$ cat src/rtl/ram_lsu.sv
// Load/store unit in front of the 1 KB data RAM: one request at a time,
// sub-word stores by read-modify-write, loads lane-extracted and extended.
module ram_lsu #(
    parameter logic [31:0] RAM_ORIGIN = 32'h400,
    parameter logic [31:0] RAM_LENGTH = 32'h100
) (
    input  logic        iRAM_CLK,
    input  logic        iRAM_RST,
    input  logic        iREQ,
    input  logic        iWE,
    input  logic [1:0]  iSIZE,
    input  logic        iSIGNED,
    input  logic [31:0] iADDR,
    input  logic [31:0] iWDATA,
    output logic        oBUSY,
    output logic        oDONE,
    output logic        oERR,
    output logic [31:0] oRDATA,
    output logic        oRAM_CE,
    output logic        oRAM_RD,
    output logic        oRAM_WR,
    output logic [31:0] oRAM_ADDR,
    output logic [31:0] oRAM_DATA,
    input  logic [31:0] iRAM_DATA
);
    localparam int unsigned DW = 32;
    localparam int unsigned AW = 33;

    typedef enum logic [2:0] {
        S_IDLE   = 3'd0,
        S_RD     = 3'd1,
        S_RMW_RD = 3'd2,
        S_WR     = 3'd3,
        S_DONE   = 3'd4,
        S_ERR    = 3'd5
    } state_t;

    state_t          state_q, state_d;
    logic [DW-1:0]   addr_q, addr_d, wdata_q, wdata_d, merge_q, merge_d, rdata_q, rdata_d;
    logic [1:0]      size_q, size_d;
    logic            we_q, we_d, sgn_q, sgn_d;
    logic            busy_q, busy_d, done_q, done_d, err_q, err_d;
    logic            ce_q, ce_d, rd_q, rd_d, wr_q, wr_d;
    logic [DW-1:0]   ram_addr_q, ram_addr_d, ram_data_q, ram_data_d;

    logic            in_win_c, req_err_c;
    logic [4:0]      shamt_c;
    logic [DW-1:0]   lane_c, load_val_c, lane_mask_c, merged_c;

    // Request legality: alignment, reserved size and RAM window
    always_comb begin
        in_win_c  = ({1'b0, iADDR} >= AW'(RAM_ORIGIN)) &&
                    ({1'b0, iADDR} < (AW'(RAM_ORIGIN) + AW'(RAM_LENGTH)));
        req_err_c = (iSIZE == 2'b11) ||
                    ((iSIZE == 2'b01) && iADDR[0]) ||
                    ((iSIZE == 2'b10) && (iADDR[1:0] != 2'b00)) ||
                    !in_win_c;
    end

    // Lane extraction for loads and lane merge for sub-word stores
    always_comb begin
        shamt_c = {addr_q[1:0], 3'b000};
        lane_c  = iRAM_DATA >> shamt_c;
        case (size_q)
            2'b00:   load_val_c = {{24{sgn_q & lane_c[7]}}, lane_c[7:0]};
            2'b01:   load_val_c = {{16{sgn_q & lane_c[15]}}, lane_c[15:0]};
            default: load_val_c = iRAM_DATA;
        endcase
        lane_mask_c = ((size_q == 2'b00) ? 32'h0000_00FF : 32'h0000_FFFF) << shamt_c;
        merged_c    = (iRAM_DATA & ~lane_mask_c) | ((wdata_q << shamt_c) & lane_mask_c);
    end

    // Next state, captured request and registered output decode
    always_comb begin
        state_d = state_q;
        addr_d  = addr_q;
        size_d  = size_q;
        we_d    = we_q;
        sgn_d   = sgn_q;
        wdata_d = wdata_q;
        merge_d = merge_q;
        rdata_d = rdata_q;

        case (state_q)
            S_IDLE: begin
                if (iREQ) begin
                    addr_d  = iADDR;
                    size_d  = iSIZE;
                    we_d    = iWE;
                    sgn_d   = iSIGNED;
                    wdata_d = iWDATA;
                    if (req_err_c)            state_d = S_ERR;
                    else if (!iWE)            state_d = S_RD;
                    else if (iSIZE == 2'b10)  state_d = S_WR;
                    else                      state_d = S_RMW_RD;
                end
            end
            S_RD: begin
                rdata_d = load_val_c;
                state_d = S_DONE;
            end
            S_RMW_RD: begin
                merge_d = merged_c;
                state_d = S_WR;
            end
            S_WR:    state_d = S_DONE;
            S_DONE:  state_d = S_IDLE;
            S_ERR:   state_d = S_IDLE;
            default: state_d = S_IDLE;
        endcase

        busy_d     = (state_d != S_IDLE);
        done_d     = (state_d == S_DONE) || (state_d == S_ERR);
        err_d      = (state_d == S_ERR);
        rd_d       = (state_d == S_RD) || (state_d == S_RMW_RD);
        wr_d       = (state_d == S_WR);
        ce_d       = rd_d || wr_d;
        ram_addr_d = ce_d ? {addr_d[31:2], 2'b00} : '0;
        ram_data_d = wr_d ? ((size_d == 2'b10) ? wdata_d : merge_d) : '0;
    end

    always_ff @(posedge iRAM_CLK or negedge iRAM_RST) begin
        if (!iRAM_RST) begin
            state_q    <= S_IDLE;
            addr_q     <= '0;
            size_q     <= '0;
            we_q       <= 1'b0;
            sgn_q      <= 1'b0;
            wdata_q    <= '0;
            merge_q    <= '0;
            rdata_q    <= '0;
            busy_q     <= 1'b0;
            done_q     <= 1'b0;
            err_q      <= 1'b0;
            ce_q       <= 1'b0;
            rd_q       <= 1'b0;
            wr_q       <= 1'b0;
            ram_addr_q <= '0;
            ram_data_q <= '0;
        end else begin
            state_q    <= state_d;
            addr_q     <= addr_d;
            size_q     <= size_d;
            we_q       <= we_d;
            sgn_q      <= sgn_d;
            wdata_q    <= wdata_d;
            merge_q    <= merge_d;
            rdata_q    <= rdata_d;
            busy_q     <= busy_d;
            done_q     <= done_d;
            err_q      <= err_d;
            ce_q       <= ce_d;
            rd_q       <= rd_d;
            wr_q       <= wr_d;
            ram_addr_q <= ram_addr_d;
            ram_data_q <= ram_data_d;
        end
    end

    assign oBUSY     = busy_q;
    assign oDONE     = done_q;
    assign oERR      = err_q;
    assign oRDATA    = rdata_q;
    assign oRAM_CE   = ce_q;
    assign oRAM_RD   = rd_q;
    assign oRAM_WR   = wr_q;
    assign oRAM_ADDR = ram_addr_q;
    assign oRAM_DATA = ram_data_q;

    // we_q is held for debug visibility of the captured request
    logic unused_c;
    assign unused_c = we_q;
endmodule
$ cat config.mk
export PLATFORM = sky130hd
export DESIGN_NAME = ram_lsu
export DESIGN_NICKNAME = d
export VERILOG_FILES = /design/src/rtl/ram_lsu.sv
export SDC_FILE = /design/constraint.sdc
export NUM_CORES = 1
export LEC_CHECK = 0
export CAP_MARGIN = 5
export CELL_PAD_IN_SITES_DETAIL_PLACEMENT = 1
export CELL_PAD_IN_SITES_GLOBAL_PLACEMENT = 1
export CORE_MARGIN = 2
export CORE_UTILIZATION = 40
export DETAILED_ROUTE_END_ITERATION = 8
export PLACE_DENSITY_LB_ADDON = 0.05
export SYNTH_ARGS = -nofsm -noshare
export SYNTH_HDL_FRONTEND = slang
export SYNTH_SLANG_ARGS = --single-unit
$ cat constraint.sdc
create_clock -name iRAM_CLK -period 2.4 [get_ports iRAM_CLK]
set_input_delay 0.48 -clock iRAM_CLK [delete_from_list [all_inputs] [get_ports iRAM_CLK]]
set_output_delay 0.48 -clock iRAM_CLK [all_outputs]
set_load 0.1 [all_outputs]
-- Word level (Yosys, flattened, before mapping)
Cells that the tools add are included.
- word-level logic and storage cells: 73
- bits of input ports: 103
- flip-flop bits (word level): 204
- output and inout port bits: 102
- mux-type cells: 17
- magnitude comparators: 2
- eq/ne operators: 13
- reductions and logical operators: 16
- shifts and indexed selects: 3
- bitwise gates (word level): 6
- operator list (kind ; count):
    $mux 32 ; 8
    $and 32x32->32 ; 2
    $pmux 32 s2 ; 1
    $ge 32x11->1 const B ; 1
    $lt 32x11->1 const B ; 1
    $not 32->32 ; 1
    $or 32x32->32 ; 1
    $shl 16x5->32 ; 1
    $shl 32x5->32 ; 1
    $shr 32x5->16 ; 1
    $mux 16 ; 1
    $eq 3x2->1 const B ; 4
    $pmux 3 s3 ; 1
    $eq 2x2->1 const B ; 3
    $eq 3x1->1 const B ; 2
    $eq 3x3->1 const B ; 2
    $logic_or 1x1->1 ; 6
    $mux 2 ; 3
    $mux 3 ; 2
    $eq 2x1->1 const B ; 2
    $logic_and 1x1->1 ; 3
    $logic_not 3->1 ; 1
    $reduce_bool 3->1 ; 1
    $and 1x1->1 ; 2
    6 further kinds ; 6

-- Logic depth before layout (Yosys ltp)
- depth in word-level cells: 12
- gate-level depth with buffers: 8
- depth with buffers taken out: 4

-- Worst setup path after synthesis
No wires, ideal clock.
- kind: input to register
- from: input port iADDR[14]
- to: register ram_data_q[20], in the netlist oRAM_DATA[20]
- path slack: 0.507 ns
- library setup time: 0.066 ns
- stages on the path: 5
- path buffers: 1
- data required time: 2.334 ns
- arrival time: 1.827 ns
- path through: nor4_1 -> nand4_1 -> o41ai_4 -> buf_6 -> o311a_1
- longest elaborated chain between the ends: 9
- elaborated cells on any way between the ends: 10
- those cells by class: 2 x order compare; 1 x eq/ne; 4 x mux; 3 x reduce/logical
- RTL lines (what ; RTL line ; RTL):
    start: declaration ; 13 ; input logic [31:0] iADDR,
    $ge 32x11->1 or $lt 32x11->1 (tied branches) ; 52, 53 ;
    $logic_and 1x1->1 (*) ; 52 ; in_win_c = ({1'b0, iADDR} >= AW'(RAM_ORIGIN)) &&
    $logic_not 1->1 (*) ; 57 ; !in_win_c;
    $logic_or 1x1->1 (*) ; 56 ; ((iSIZE == 2'b10) && (iADDR[1:0] != 2'b00)) ||
    $mux 3 (*) ; 92 ; if (req_err_c) state_d = S_ERR;
    $mux 3 (*) ; 86 ; if (iREQ) begin
    $pmux 3 s3 (*) ; 84 ; case (state_q)
    $eq 3x2->1 (*) ; 116 ; wr_d = (state_d == S_WR);
    $mux 32 (*) ; 119 ; ram_data_d = wr_d ? ((size_d == 2'b10) ? wdata_d : merge_d) : '0;
    named net ram_data_d[20] ; 44 ; logic [DW-1:0] ram_addr_q, ram_addr_d, ram_data_q, ram_data_d;
    end signal: assignment ; 156 ; ram_data_q <= ram_data_d;
    end: declaration ; 44 ;
Mark *: on every way through the listed nets, which the timed path passes. The rest lies on a longest branch.
A chain may end at the register's enable or synchronous reset.

-- Final worst setup path
- from: register state_q[1]
- to: register ram_data_q[19], in the netlist oRAM_DATA[19]
- longest elaborated chain between the ends: 5
- elaborated cells on any way between the ends: 14
- those cells by class: 5 x eq/ne; 7 x mux; 2 x reduce/logical
- RTL lines (what ; RTL line ; RTL):
    start: declaration ; 38 ; state_t state_q, state_d;
    start signal: assignment ; 141 ; state_q <= state_d;
    $eq 3x2->1 (tied with other cells) ; 84 ;
    $reduce_or 2->1 (no source line) or $mux 2 (tied branches) ; n/a ;
    $pmux 3 s3 or $eq 2x2->1 (tied branches) ; 84, 119 ;
    $eq 3x2->1 or $mux 32 (tied branches) ; 116, 119 ;
    $mux 32 (*) ; 119 ;
    named net ram_data_d[19] ; 44 ;
Marked as above.

==> results.cfg <==
[power]
ir_worst_vdd_v = 0.000818
powerDensity_nw_per_um2 = 1310
leakagePower_nw = 5.73
finalPower_mw = 15.6

[clock_tree]
post_cts_buffers = 0
cts.sinks = 202
cts_tree = done
clkLatencyLatePin_ns = 0.52
clk_path_buf_depth = 3
cts_buffers = 23
cts_root_buffer = clkbuf_16
htreeDepth = 1
path_clk_slew_ns = 0.06

[sta]
drv_slew = 0
slew_headroom_pct = 46.9
finalCriticalPeriod_ns = 2.29
worstMarginPinSlew_ns = 0.795
finClkSkew_ns = 0.0137
fin_ws_ns = 0.107
period_share_pct = 95.5
setup_viol = 0
rsz0062_at_grt = no
fmax_mhz = 436
hold_viol_final = 0

[placement]
placed_area_sq_um = 11100
dp_hpwl_um = 20200
port-buffer-count = 202
post-place-ws_ns = -0.184
place_inst = 1219
gp_congestion = 0.822

[detailed_routing]
drc = 0
vias_per_cell = 5.48
vias = 6914
drt_iter0_markers = 341
wl_per_cell_um = 22.0
wl_um = 27800
firstDrtPassIters = 4
drtAntennaViolNets = 0

[logic_synthesis]
avgSynthCellArea_sq_um = 11.8
yosysWarnings = 0
synth_top_flop_cell = dfrtp_1
yosys_register_bits = 202
synth_most_common_cell = dfrtp_1
syn_inst = 752
async_flop_share_pct = 100
yosysTopAreaCellShare_pct = 57.0
netlist_top_cells_count = dfrtp_1, nand2_1, mux2_2, nor2_1, nand2b_1
netlist_top_cells_area = dfrtp_1, mux2_2, nand2_1
synth-edff-count = 0
netlist_area_sq_um = 8860
yosysUniqueCellTypes = 55
synth-seq-area-share_pct = 57.0
yosysTopAreaCell = dfrtp_1

[setup_path]
worstPathRequired_ns = 2.85
critPathArrivalTime_ns = 2.74
critPathMaxFanout = 35
crit_cells = 4
cpLargestDelayFamily = simple AND/OR/NAND/NOR gates
slowest_delay_ns = 0.60
critPathCaptureType = flip-flop
path_cells = or3b_4 -> buf_4 -> nor3_1 -> o311a_1
ff2ff_path_depth = 4
cp_num_buf_inv = 1
startpoint_type = flip-flop
critPathKind = reg2reg
slowest_stage = or3b_4

[hold_path]
hold_path.class = in2async

[die]
num_rows = 54
dieArea_sq_um = 23400
io_pins = 205
start_util_pct = 40.7
design.core.area_sq_um = 21800
fp.dieH_um = 153
die_x_um = 153

[global_routing]
met2_usage_pct = 42.1
grt_pass1_wl_um = 43600
antenna_found_initial = 0
grt_use_met3_pct = 4.79
grt_pass1_vias = 7664
track_usage_pct = 23.5
grtUsageMet1_pct = 28.5
globalRoute.busiestLayer = met2
grt_max_degree = 61
grt_overflow = 0

[run_status]
status = finished clean

[cells_and_area]
n_fill_cell = 2270
drive_above_1_share_pct = 28.2
finalCoreUtilization_pct = 54.9
nets = 1068
fin_cells = 1261
diodes = 0
final_design_area_no_fill_sq_um = 12000
area_growth_pct = 34.9

[job]
maxCapViolations = 0
[path summary, 6_finish.rpt]
kind                                       start                       to  slack (ns)
min                                     iRAM_RST   oRAM_DATA[7]$_DFF_PN0_        0.49
max in group asynchronous               iRAM_RST  oRAM_DATA[21]$_DFF_PN0_        1.12
min in group iRAM_CLK      oRDATA[2]$_DFFE_PN0P_    oRDATA[2]$_DFFE_PN0P_        0.49
min reg2reg                oRDATA[2]$_DFFE_PN0P_    oRDATA[2]$_DFFE_PN0P_        0.49
max                         state_q[1]$_DFF_PN0_  oRAM_DATA[19]$_DFF_PN0_        0.11
max reg2reg                 state_q[1]$_DFF_PN0_  oRAM_DATA[19]$_DFF_PN0_        0.11
[power by group]
part           switching [mW]  total [mW]  internal [mW]
registers               0.579        4.87           4.29
clock network            1.41        3.75           2.34
logic                    4.72        7.01           2.29
[area by class of cell]
class / instances / area, sq um / area share, %
flip-flops and latches: 202 / 5050 / 42.3
multi-input cells: 488 / 3470 / 29.0
repair buffers: 250 / 2260 / 18.9
clock buffers: 30 / 652 / 5.45
well taps: 280 / 350 / 2.93
clock inverters: 11 / 163 / 1.36
[sequential cells by signal, summed over array words and instances (netlist names)]
register,cells
sgn_q,1
oRAM_RD,1
addr_q,32
oERR,1
oRAM_WR,1
oBUSY,1
oDONE,1
wdata_q,32
oRAM_ADDR,30
oRAM_DATA,32
state_q,3
size_q,2
oRDATA,32
merge_q,32
oRAM_CE,1
[logic make-up after synthesis]
group	Yosys count	synth area share [%]
AND/OR/NAND/NOR	233	13.2
flip-flops	202	57.0
AO/OA/AOI/OAI	163	14.5
multiplexers	90	11.3
buffers and inverters	63	3.95
other	1	0.0423
[cell usage in the layout, fill, tap and decap left out, types with 11 or more instances in the layout]
cell type        instances
buf_4                  137
nand2_1                 76
o211a_1                 25
nand2b_1                34
a221o_1                 16
dfrtp_1                202
nor4_1                  11
a21oi_1                 19
o21ai_0                 17
clkdlybuf4s50_1        101
clkbuf_16               23
mux2i_1                 25
nor3_1                  21
mux2_2                  63
nor2_1                  50
o22ai_1                 23
[per-layer routing]
metal	wire [um]	part of all wire, %
met5	0	0
met4	839	3.0
met3	1640	5.9
met2	14300	51
met1	11000	40
[timing repair]
action | in CTS | in global routing
hold buffers | 1 | 0
resized for setup | 0 | 0
hold endpoints to repair | 48 | 0
[metrics by stage]
stage | hold WS (ns) | TNS, ns
after floorplan | 0.184 | 0
after global placement | 0.463 | -4.66
after detailed placement | 0.472 | -6.05
after CTS | 0.491 | 0
after global routing | 0.510 | 0
final | 0.487 | 0
Power figures use the tool's default switching activity.
